`config.mk`:
```
export PLATFORM = sky130hd
export DESIGN_NAME = fetch_stage
export DESIGN_NICKNAME = d
export VERILOG_FILES = /design/src/rtl/fetch_stage.sv
export SDC_FILE = /design/constraint.sdc
export NUM_CORES = 1
export LEC_CHECK = 0
export ABC_AREA = 0
export CORE_ASPECT_RATIO = 0.6
export CORE_UTILIZATION = 47
export CTS_CLUSTER_DIAMETER = 40
export DETAILED_ROUTE_END_ITERATION = 8
export MAX_ROUTING_LAYER = met4
export PLACE_DENSITY_LB_ADDON = 0.3
export SYNTH_ARGS = -nofsm -noshare
export SYNTH_HDL_FRONTEND = slang
export SYNTH_SLANG_ARGS = --single-unit
```
`constraint.sdc`:
```
create_clock -name clk -period 2.05 [get_ports clk]
set_input_delay 0.41 -clock clk [delete_from_list [all_inputs] [get_ports clk]]
set_output_delay 0.41 -clock clk [all_outputs]
set_load 0.005 [all_outputs]
```
`src/rtl/fetch_stage.sv`:
```
// ---------------------------------------------------------------------------
// fetch_stage
//  Instruction-fetch stage. Owns the PC and runs a req/valid handshake with
//  the instruction cache. Holds the IF/ID pipeline register that feeds decode,
//  and applies branch redirects and flushes.
//
//  Parameters
//   RESET_PC   PC loaded on reset
//   NOP_INSTR  bubble word presented to decode on miss/flush/redirect
//
//  Ports
//   clk                     in   rising-edge clock
//   reset                   in   asynchronous, active-low reset
//   EN_REG                  in   IF/ID register enable from decode (0 = stall)
//   flush                   in   squash IF/ID contents
//   branch_taken            in   redirect request from execute
//   branch_target[31:0]     in   redirect PC (word aligned)
//   ic_req                  out  cache request
//   ic_addr[31:0]           out  cache request address
//   ic_valid                in   cache response valid (may coincide with ic_req)
//   ic_rdata[31:0]          in   cache response word
//   block_pipe_instr_cache  out  high while waiting on a cache miss
//   instruction[31:0]       out  IF/ID instruction
//   PCNEXT[31:0]            out  IF/ID PC+4 of that instruction
//   inst_valid              out  1 = real instruction, 0 = bubble
//
//  Optional feature (macro FETCH_PERF_EN)
//   perf_fetched[31:0]      out  count of IF/ID loads with inst_valid=1
//   perf_miss_cyc[31:0]     out  count of cycles with block_pipe_instr_cache=1
//   Both counters reset to 0 and wrap on overflow. With the macro undefined
//   the ports and counters do not exist.
// ---------------------------------------------------------------------------
module fetch_stage #(
  parameter logic [31:0] RESET_PC  = 32'h0000_1000,
  parameter logic [31:0] NOP_INSTR = 32'h0000_0000
) (
  input  logic        clk,
  input  logic        reset,
  input  logic        EN_REG,
  input  logic        flush,
  input  logic        branch_taken,
  input  logic [31:0] branch_target,
  output logic        ic_req,
  output logic [31:0] ic_addr,
  input  logic        ic_valid,
  input  logic [31:0] ic_rdata,
  output logic        block_pipe_instr_cache,
  output logic [31:0] instruction,
  output logic [31:0] PCNEXT,
  output logic        inst_valid
`ifdef FETCH_PERF_EN
  ,
  output logic [31:0] perf_fetched,
  output logic [31:0] perf_miss_cyc
`endif
);

  typedef enum logic [1:0] {
    S_IDLE  = 2'd0,
    S_FETCH = 2'd1,
    S_HOLD  = 2'd2,
    S_DRAIN = 2'd3
  } state_t;

  // What the IF/ID register does at the next edge
  typedef enum logic [1:0] {
    IFID_KEEP      = 2'd0,
    IFID_BUBBLE    = 2'd1,
    IFID_LOAD_IC   = 2'd2,
    IFID_LOAD_HOLD = 2'd3
  } ifid_op_t;

  state_t      state_p0, state_nxt;
  logic [31:0] pc_p0, pc_nxt;
  logic [31:0] tgt_p0, tgt_nxt;
  logic [31:0] hold_word_p0;
  logic        hold_ld;
  ifid_op_t    ifid_op;
  logic [31:0] pc_plus4;
  logic [31:0] drain_tgt;

  assign pc_plus4  = pc_p0 + 32'd4;
  // A redirect arriving during DRAIN supersedes the latched target
  assign drain_tgt = branch_taken ? branch_target : tgt_p0;

  // ---- stage p0: FSM state register ----
  always_ff @(posedge clk or negedge reset) begin
    if (!reset) begin
      state_p0 <= S_IDLE;
    end else begin
      state_p0 <= state_nxt;
    end
  end

  // Next-state and datapath control
  always_comb begin
    state_nxt = state_p0;
    pc_nxt    = pc_p0;
    tgt_nxt   = tgt_p0;
    hold_ld   = 1'b0;
    ifid_op   = IFID_KEEP;
    case (state_p0)
      S_IDLE: begin
        state_nxt = S_FETCH;
        if (branch_taken) begin
          pc_nxt  = branch_target;
          ifid_op = IFID_BUBBLE;
        end else if (flush) begin
          ifid_op = IFID_BUBBLE;
        end
      end
      S_FETCH: begin
        if (branch_taken) begin
          ifid_op = IFID_BUBBLE;
          if (ic_valid) begin
            pc_nxt = branch_target;
          end else begin
            // Request still outstanding: wait for it to complete, then redirect
            tgt_nxt   = branch_target;
            state_nxt = S_DRAIN;
          end
        end else if (ic_valid) begin
          if (EN_REG && !flush) begin
            ifid_op = IFID_LOAD_IC;
            pc_nxt  = pc_plus4;
          end else begin
            // Decode cannot take the word (stall or flush): park it, pc stays
            hold_ld   = 1'b1;
            state_nxt = S_HOLD;
            if (flush) ifid_op = IFID_BUBBLE;
          end
        end else if (EN_REG || flush) begin
          ifid_op = IFID_BUBBLE;
        end
      end
      S_HOLD: begin
        if (branch_taken) begin
          // Leaving HOLD discards the parked word
          ifid_op   = IFID_BUBBLE;
          pc_nxt    = branch_target;
          state_nxt = S_FETCH;
        end else if (flush) begin
          ifid_op = IFID_BUBBLE;
        end else if (EN_REG) begin
          ifid_op   = IFID_LOAD_HOLD;
          pc_nxt    = pc_plus4;
          state_nxt = S_FETCH;
        end
      end
      S_DRAIN: begin
        if (EN_REG || flush || branch_taken) ifid_op = IFID_BUBBLE;
        if (branch_taken) tgt_nxt = branch_target;
        if (ic_valid) begin
          // Stale response is dropped here
          pc_nxt    = drain_tgt;
          state_nxt = S_FETCH;
        end
      end
      default: begin
        state_nxt = S_IDLE;
      end
    endcase
  end

  // Cache-side outputs
  always_comb begin
    ic_req                 = (state_p0 == S_FETCH) || (state_p0 == S_DRAIN);
    ic_addr                = pc_p0;
    block_pipe_instr_cache = ((state_p0 == S_FETCH) || (state_p0 == S_DRAIN)) && !ic_valid;
  end

  // ---- stage p0: pc, redirect target and hold word ----
  always_ff @(posedge clk or negedge reset) begin
    if (!reset) begin
      pc_p0        <= RESET_PC;
      tgt_p0       <= 32'd0;
      hold_word_p0 <= 32'd0;
    end else begin
      pc_p0  <= pc_nxt;
      tgt_p0 <= tgt_nxt;
      if (hold_ld) hold_word_p0 <= ic_rdata;
    end
  end

  // ---- stage p1: IF/ID register ----
  always_ff @(posedge clk or negedge reset) begin
    if (!reset) begin
      instruction <= NOP_INSTR;
      PCNEXT      <= 32'd0;
      inst_valid  <= 1'b0;
    end else begin
      case (ifid_op)
        IFID_BUBBLE: begin
          instruction <= NOP_INSTR;
          PCNEXT      <= 32'd0;
          inst_valid  <= 1'b0;
        end
        IFID_LOAD_IC: begin
          instruction <= ic_rdata;
          PCNEXT      <= pc_plus4;
          inst_valid  <= 1'b1;
        end
        IFID_LOAD_HOLD: begin
          instruction <= hold_word_p0;
          PCNEXT      <= pc_plus4;
          inst_valid  <= 1'b1;
        end
        default: begin
        end
      endcase
    end
  end

`ifdef FETCH_PERF_EN
  always_ff @(posedge clk or negedge reset) begin
    if (!reset) begin
      perf_fetched  <= 32'd0;
      perf_miss_cyc <= 32'd0;
    end else begin
      if ((ifid_op == IFID_LOAD_IC) || (ifid_op == IFID_LOAD_HOLD))
        perf_fetched <= perf_fetched + 32'd1;
      if (block_pipe_instr_cache)
        perf_miss_cyc <= perf_miss_cyc + 32'd1;
    end
  end
`endif

endmodule

```
==> flow_summary.ini, run 1 <==
[global_route]
globalRouteTotalUtil = 0.3118
antenna_found_initial = 0
grt_pass1_wl_um = 41640
overflow = 0
grt_max_degree = 54
grt_pass1_vias = 7200

[die]
initial_core_util = 0.4812
dieArea_mm2 = 0.01814
pin_count = 169
rows = 37
die_y_um = 104.7
core-area_mm2 = 0.01718
die_w_um = 173.2

[yosys]
synth_top_area_share = 0.4905
syn-num-nets = 833
synth_area_mm2 = 0.008265
synth_ff_type = dfrtp_1
synth_xor_area_frac = 0.02331
synthCells = 757
async_flop_share = 1.000
synth.avg_cell_area_um2 = 10.92
synth_fa_ha_area_frac = 0.009083
ys_types = 72
synth_top_family_by_area = compound AO/OA/AOI/OAI gates
synth_top_area_cell = dfrtp_1
ys_seq_area_frac = 0.4936
yosysWarnings = 0
yosys.area_share.simple = 0.1164
muxShareOfSynthArea = 0.1338
synth_compound_area_frac = 0.1788
synth_edf_count = 0
synth_area_leaders = dfrtp_1 49%, mux2_2 8.7%, mux2i_1 4.5%
synth_seq_cells = 163

[route]
first_iter_violations = 1172
viasPerCell = 6.171
drc = 0
wirelength_um = 30000
drt-wirelength-per-cell_um = 23.57
vias = 7856
dr.pass1.iters = 8
drtAntennaViolNets = 0

[place]
hpwlAfterDp_um = 18280
portBuffers = 168
place_congestion = 0.9976

[clock_tree]
h-tree-depth = 4
cts_buffers = 17
clock_latency_ps = 420
clock_sinks = 163
tritoncts = yes
cts_root_buffer = clkbuf_16
clockBufferDepth = 2
clk_pin_slew_ps = 70

[timing]
fin_worst_skew_ps = 9.640
setup_viol = 37
max_slew_margin = 0.6356
rsz0062_at_grt = yes
hold_viol_final = 0
min_period_ps = 2138
worst_slack_ps = -88.01
holdWs_ps = 492.0
timing.fmax_ghz = 0.4677
slew_violations = 0
post-route-period-util = 1.043
worst_pin_slew_ps = 542.7

[worst_setup_path]
slowest_stage = dfrtp_2
r2r-start = state_p0[1]
path_max_fanout = 8
cp.arrival_ps = 2430
critical_path.top_delay_family = compound AO/OA/AOI/OAI gates
crit_type = flip-flop to flip-flop
crit_path_frequent_cell = buf_6
path_buf_inv = 3
start_kind = flip-flop
cp-startpoint = state_p0[1]
crit_path_end_kind = flip-flop
path_cells = inv_2 > buf_6 > ha_4 > or2_4 > a21o_4 > buf_6 > a222oi_1 > o31ai_1
max_stage_delay_ps = 450
worstPathRequired_ps = 2340

[power_and_ir_drop]
power_uw = 19810
powerDensity_mw_per_mm2 = 1552
ir_drop_mv = 0.7735
p_leak_uw = 0.005271

[run]
drv_cap = 0

[cells_and_area]
n_antenna_cell = 0
synthToLayoutAreaGrowth_pct = 54.40
mostFrequentLayoutCells = 165 x clkdlybuf4s50_1, 158 x dfrtp_1, 92 x buf_4
layout_commonest_cell = clkdlybuf4s50_1
post-route-util = 0.7431
drive_gt1_frac = 0.3513
layout.nets = 1102

[outcome]
outcome = complete, but fails checks
violations = setup timing

[min_path]
hp-start = instruction[29]
holdCritPathClass = flip-flop to flip-flop
synth_stat cells (all sizes together), types with 3 or more instances:
cell type and count:
nand2 64, a31oi 7, o2bb2ai 38, nand3 14
and4 6, dfrtp 162, nand4 12, o211ai 3
nor3 13, a22o 5, mux2i 37, o21ai 44
a221oi 8, or2 5, clkbuf 25, a31o 3
and2 8, o31ai 3, nor4 4, o22ai 30
a211oi 4, nor2b 5, inv 16, xnor2 12
buf 34, a22oi 6, nand2b 8, a222oi 4
and3 7, nor2 33, a21oi 18, a32oi 4
or3 5, o311ai 3, xor2 10, ha 6
o21a 3, a32o 4, mux2 65
worst paths after layout:
| kind | to | slack [ps] | cells past startpoint |
|---|---|---|---|
| max | ic_addr[11] | -90 | 8 |
| min | instruction[29] | 490 | 1 |
| max reg2reg | ic_addr[11] | -90 | 8 |
| min reg2reg | instruction[29] | 490 | 1 |
| max in group asynchronous | ic_addr[12] | 840 | 3 |
| min in group asynchronous | PCNEXT[26] | 510 | 2 |
worst register-to-register path, delay by kind of cell (launching register included):
| kind | cells | cell delay, ps |
|---|---|---|
| AO/OA/AOI/OAI | 3 | 750 |
| adder cells (fa/ha/maj) | 1 | 200 |
| buffers and inverters | 3 | 370 |
| flip-flops | 1 | 450 |
| AND/OR/NAND/NOR | 1 | 240 |
cells by family (layout without fill, tap and decap cells):
kind of cell	Yosys count	in the layout
DFF	163	163
and+or+nand+nor	186	187
xor gates and xnor gates	22	22
buffers and inverters	75	356
adders and majority gates	6	6
AOI/OAI and AO/OA	203	203
muxes	102	102
what timing repair did:
| action | in CTS | in global routing |
|---|---|---|
| endpoints found under the setup margin | 96 | 98 |
| hold buffers | 1 | 0 |
| pin swaps | 17 | 70 |
| gates cloned | 7 | 13 |
| endpoints found under the hold margin | 48 | 0 |
| gates resized for setup | 52 | 143 |
| buffers inserted | 12 | 5 |
layer usage:
layer | share of wire | wire [um] | vias to the layer above | global-route usage
met3 | 0.13 | 3769 | 61 | 0.09243
met1 | 0.45 | 13360 | 3903 | 0.4763
met2 | 0.41 | 12360 | 513 | 0.4041
met5 | 0 | 0 | - | -
li1 | - | - | 3379 | -
met4 | 0.017 | 507 | 0 | 0.05436
metrics by stage:
step                cell area [um2]  cells  setup WS (ps)  TNS, ps
floorplan                      8290    757         -6.376   -52.79
global placement              10870   1205         -148.1   -10830
detailed placement            10870   1205         -196.4   -14930
CTS                           11930   1256         -24.48   -29.96
global route                  12760   1273         -131.1    -5030
finish                        12760   1273         -88.01   -930.9
state kept, by name, summed over array words and instances, names as in the netlist:
name          cells
state_p0          2
hold_word_p0     32
instruction      32
PCNEXT           32
ic_addr          32
tgt_p0           32
inst_valid        1
power breakdown:
part	internal [uW]	total [uW]	leakage (uW)	switching, uW
sequential	4370	5280	0.00206	915
clock	1630	3180	0.000286	1550
combinational	5780	11300	0.00292	5560
area by class of cell:
class / instances / area [um2]
multi-input combinational: 520 / 4483
clock inverter: 15 / 163.9
tap: 234 / 292.8
fill: 1129 / 4413
timing repair buffer: 308 / 3249
sequential: 163 / 4085
inverter: 16 / 62.56
clock buffer: 17 / 425.4
Note: power is estimated with default switching activity, not from simulation.
==> run 2, diff against run 1 <==
--- a/config.mk
+++ b/config.mk
@@ -15,3 +15,4 @@
 export SYNTH_ARGS = -nofsm -noshare
 export SYNTH_HDL_FRONTEND = slang
 export SYNTH_SLANG_ARGS = --single-unit
+export TNS_END_PERCENT = 30
==> run 2 against run 1 <==
Net effect: the run still ends with setup timing left; first-iteration DRC count is 11% lower; critical path depth stayed put; setup slack better by 6.1 ps; clock power hardly changed; flip-flop and latch count stayed put; clock skew is 0.59 ps lower; wire length is 10% lower; die area stayed put; via count is 5.4% lower; sequential power is 1% lower; sequential share of layout area is 1.9 points higher; largest cell class unchanged.
==> flow_summary.ini, run 2 (same netlist as run 1, synthesis figures left out) <==
[clock_tree]
clock_sinks = 163
clock_latency_ps = 420
cts_root_buffer = clkbuf_16
clk_pin_slew_ps = 80
clockBufferDepth = 2
tritoncts = yes
h-tree-depth = 4
cts_buffers = 17

[global_route]
antenna_found_initial = 0
grt_pass1_wl_um = 41220
grt_max_degree = 54
globalRouteTotalUtil = 0.3088
grt_pass1_vias = 7155
overflow = 0

[timing]
hold_viol_final = 0
min_period_ps = 2132
rsz0062_at_grt = yes
worst_slack_ps = -81.89
holdWs_ps = 490.8
max_slew_margin = 0.6512
worst_pin_slew_ps = 523.2
post-route-period-util = 1.040
timing.fmax_ghz = 0.4691
setup_viol = 22
fin_worst_skew_ps = 9.052
slew_violations = 0

[worst_setup_path]
start_kind = flip-flop
crit_path_end_kind = flip-flop
crit_type = flip-flop to flip-flop
path_max_fanout = 8
cp.arrival_ps = 2430
worstPathRequired_ps = 2350

[cells_and_area]
mostFrequentLayoutCells = 165 x clkdlybuf4s50_1, 159 x dfrtp_1, 95 x buf_4
synthToLayoutAreaGrowth_pct = 45.81
drive_gt1_frac = 0.2847
seq_area_mm2 = 0.004084
layout_commonest_cell = clkdlybuf4s50_1
final_cells = 1256
fillerInstances = 1236
layout.nets = 1085
multi_input_area_mm2 = 0.004086
n_antenna_cell = 0

[place]
place_inst = 1205
hpwlAfterDp_um = 18280
portBuffers = 168
place_congestion = 0.9976

[power_and_ir_drop]
powerDensity_mw_per_mm2 = 1560
p_leak_uw = 0.005026
ir_drop_mv = 0.7674

[die]
core-area_mm2 = 0.01718
rows = 37
die_w_um = 173.2
initial_core_util = 0.4812
pin_count = 169
die_y_um = 104.7
dieArea_mm2 = 0.01814

[outcome]
outcome = complete, but fails checks
violations = setup timing

[route]
vias = 7433
dr.pass1.iters = 5
first_iter_violations = 1048
drtAntennaViolNets = 0
drc = 0
viasPerCell = 5.918
wirelength_um = 26880
drt-wirelength-per-cell_um = 21.40

[min_path]
holdCritPathClass = flip-flop to flip-flop

[run]
drv_cap = 0
[run 2: changes by cell type in the layout (fill, tap and decap cells not counted), moves of 4 or more]
cell | before | now
o21ai_0 | 27 | 32
buf_6 | 17 | 10
o22ai_1 | 8 | 24
nand2_4 | 20 | 1
nand2_2 | 10 | 2
clkbuf_16 | 24 | 18
o21ai_1 | 11 | 6
nand2_1 | 34 | 61
mux2i_1 | 30 | 34
o2bb2ai_2 | 5 | 0
mux2i_2 | 7 | 3
o22ai_2 | 20 | 6
o2bb2ai_1 | 33 | 38
[run 2: path summary, 6_finish.rpt]
check | start | to | slack [ps] | cells after the start
worst max-delay path | state_p0[1] | ic_addr[9] | -80 | 8
worst min-delay path | instruction[29] | instruction[29] | 490 | 1
worst max register to register | state_p0[1] | ic_addr[9] | -80 | 8
worst min register to register | instruction[29] | instruction[29] | 490 | 1
max in group asynchronous | reset | ic_addr[12] | 860 | 3
min in group asynchronous | reset | PCNEXT[26] | 510 | 2
[run 2: report_power, final]
part | switching [uW] | internal (uW) | leakage, uW | total (uW)
Combinational | 5050 | 5380 | 0.00268 | 10400
Clock | 1530 | 1630 | 0.000286 | 3160
Sequential | 852 | 4360 | 0.00206 | 5220
Total | 7430 | 11400 | 0.00503 | 18800
[run 2: per-stage QoR]
stage	area (um2)	total power (uW)	setup slack [ps]	TNS [ps]	util
after floorplan	8290	9836	-6.376	-52.79	-
after global placement	10870	13580	-148.1	-10830	0.6330
after detailed placement	10870	13770	-196.4	-14930	0.6330
after global routing	12050	19660	-114.7	-5373	0.7017
final	12050	18800	-81.89	-373.2	0.7017
after CTS	11900	18110	-19.89	-141.8	0.6927
[run 2: layout make-up]
class / instances / area share
multi-input cells: 519 / 0.3391
clock inverters: 15 / 0.01360
flip-flops and latches: 163 / 0.3389
inverters: 16 / 0.004983
well taps: 234 / 0.02429
repair buffers: 292 / 0.2439
clock buffers: 17 / 0.03530
[run 2: routing by layer]
metal	GRT usage	routed length, um
met3	0.08661	2828
met1	0.4740	12800
met4	0.06195	282
met5	-	0
met2	0.3978	10970
[run 2: what timing repair did]
action,in CTS,in global routing
endpoints found under the setup margin,96,97
hold buffers,1,0
cloned,6,1
setup buffers,11,0
hold endpoints to repair,48,0
gates resized for setup,49,38
pin swaps,16,25
[run 2: worst max-delay path: stages, from the launching register on]
cell and delay (ps):
dfrtp_2 450, inv_2 100, buf_6 120, ha_4 210, or2_4 240, a21o_4 270, a221oi_1 370, buf_4 190
o22ai_1 70
==> run 3, diff against run 2 <==
--- a/config.mk
+++ b/config.mk
@@ -12,6 +12,7 @@
 export DETAILED_ROUTE_END_ITERATION = 8
 export MAX_ROUTING_LAYER = met4
 export PLACE_DENSITY_LB_ADDON = 0.3
+export SETUP_SLACK_MARGIN = 0.4
 export SYNTH_ARGS = -nofsm -noshare
 export SYNTH_HDL_FRONTEND = slang
 export SYNTH_SLANG_ARGS = --single-unit
==> run 3 against run 2 <==
Net effect: the flow still finishes with violations (setup timing); die area unchanged; combinational power up 21%; sequential power up 3.8%; fmax down 9.3%.
==> flow_summary.ini, run 3 (same netlist as run 1, synthesis figures left out) <==
[power_and_ir_drop]
intPower_uw = 12440
powerDensity_mw_per_mm2 = 1588
ir_drop_mv = 0.7742
switching_share = 0.4119
p_sw_uw = 8708
p_leak_uw = 0.005891
combPwrFrac = 0.594
seq_power_share = 0.257
power_frac_clock = 0.150

[global_route]
grt_pass1_vias = 8001
grt_util_met2 = 0.5098
grt-busiest-layer = met2
grt_use_met3 = 0.1135
antenna_found_initial = 0
use_met1 = 0.5008
grt_pass1_wl_um = 47660
globalRouteTotalUtil = 0.3627
grt_max_degree = 71
overflow = 0

[timing]
max_slew_margin = 0.6777
rsz0062_at_grt = yes
post-route-period-util = 1.147
hold_viol_final = 0
timing.fmax_ghz = 0.4254
slew_violations = 0
worst_pin_slew_ps = 480.1
fin_worst_skew_ps = 17.66
worst_slack_ps = -300.6
min_period_ps = 2351
setup_viol = 92

[route]
drc = 0
first_iter_violations = 995
viasPerCell = 6.389
drtAntennaViolNets = 0
wirelength_um = 33060
drt-wirelength-per-cell_um = 25.75
vias = 8204
dr.pass1.iters = 5

[worst_setup_path]
worstPathRequired_ps = 2370
crit_path_end_kind = flip-flop
max_stage_delay_ps = 430
cp.arrival_ps = 2680
path_cells = buf_6 > buf_6 > ha_4 > buf_6 > o311ai_4 > o21a_4 > buf_8 > mux2i_1 > o2bb2ai_2
critical_path.top_delay_family = compound AO/OA/AOI/OAI gates
crit_type = flip-flop to flip-flop
path_buf_inv = 4
start_kind = flip-flop
path_max_fanout = 8
slowest_stage = dfrtp_1
crit_path_frequent_cell = buf_6

[cells_and_area]
layout.nets = 1115
n_antenna_cell = 0
drive_gt1_frac = 0.3990
layout_commonest_cell = dfrtp_1
multi_input_area_mm2 = 0.004743
post-route-util = 0.7753
synthToLayoutAreaGrowth_pct = 61.11
seq_area_mm2 = 0.004088
fillerInstances = 990
fin_area_mm2 = 0.01332
mostFrequentLayoutCells = 156 x dfrtp_1, 76 x dlygate4sd2_1, 75 x clkdlybuf4s50_1

[clock_tree]
clk_pin_slew_ps = 70
clock_latency_ps = 440
cts_buffers = 17
h-tree-depth = 4
cts_root_buffer = clkbuf_16
clock_sinks = 163
tritoncts = yes
clockBufferDepth = 2

[die]
core-area_mm2 = 0.01718
rows = 37
die_w_um = 173.2
initial_core_util = 0.4812
pin_count = 169
dieArea_mm2 = 0.01814
die_y_um = 104.7

[outcome]
outcome = complete, but fails checks
violations = setup timing

[place]
place_area_mm2 = 0.01087
hpwlAfterDp_um = 18040
pre_cts_slack_ps = -220.3
portBuffers = 168
place_congestion = 0.9294

[min_path]
holdCritPathClass = input pin to async pin

[run]
drv_cap = 0
run 3: power by group through the flow:
stage / combinational, uW / sequential, uW / clock, uW
2_1_floorplan: 5050 / 5120 / 0
3_3_place_gp: 8480 / 5130 / 0
3_5_place_dp: 8650 / 5190 / 0
4_1_cts: 11200 / 5230 / 3140
5_1_grt: 13100 / 5490 / 3300
6_report: 12600 / 5420 / 3160
run 3: stage by stage:
stage | instances | hold slack, ps | setup TNS [ps] | power, uW
finish | 1284 | 433.1 | -13750 | 21140
global route | 1284 | 463.0 | -19140 | 21840
CTS | 1278 | 442.6 | -2724 | 19550
detailed placement | 1193 | 332.5 | -21100 | 13840
global placement | 1193 | 332.1 | -17320 | 13610
floorplan | 757 | 114.4 | 0 | 10170
run 3: layer usage:
metal | routed length, um | part of all wire
met5 | 0 | 0
met4 | 1032 | 0.031
met3 | 3921 | 0.12
met2 | 14480 | 0.44
met1 | 13630 | 0.41
run 3: timing repair:
item / in CTS / in global routing
cloned: 19 / 2
hold buffers: 1 / 0
endpoints found under the hold margin: 33 / 0
endpoints found under the setup margin: 261 / 184
resized for setup: 279 / 83
pin swaps: 55 / 45
setup buffers: 35 / 4
run 3: layout make-up:
class / count / area share
repair buffers: 322 / 0.2678
inverters: 16 / 0.004698
flip-flops and latches: 163 / 0.3070
multi-input cells: 519 / 0.3562
clock inverters: 12 / 0.009396
clock buffers: 18 / 0.03298
well taps: 234 / 0.02199
run 3: worst paths after layout:
kind,from,to,slack (ps),cells after the start
worst max register to register,state_p0[1],instruction[2],-300,9
worst min register to register,instruction[5],instruction[5],480,1
worst min-delay path,reset,hold_word_p0[16],430,2
worst max-delay path,state_p0[1],instruction[2],-300,9
max in group asynchronous,reset,state_p0[0],840,3
min in group clk,instruction[5],instruction[5],480,1
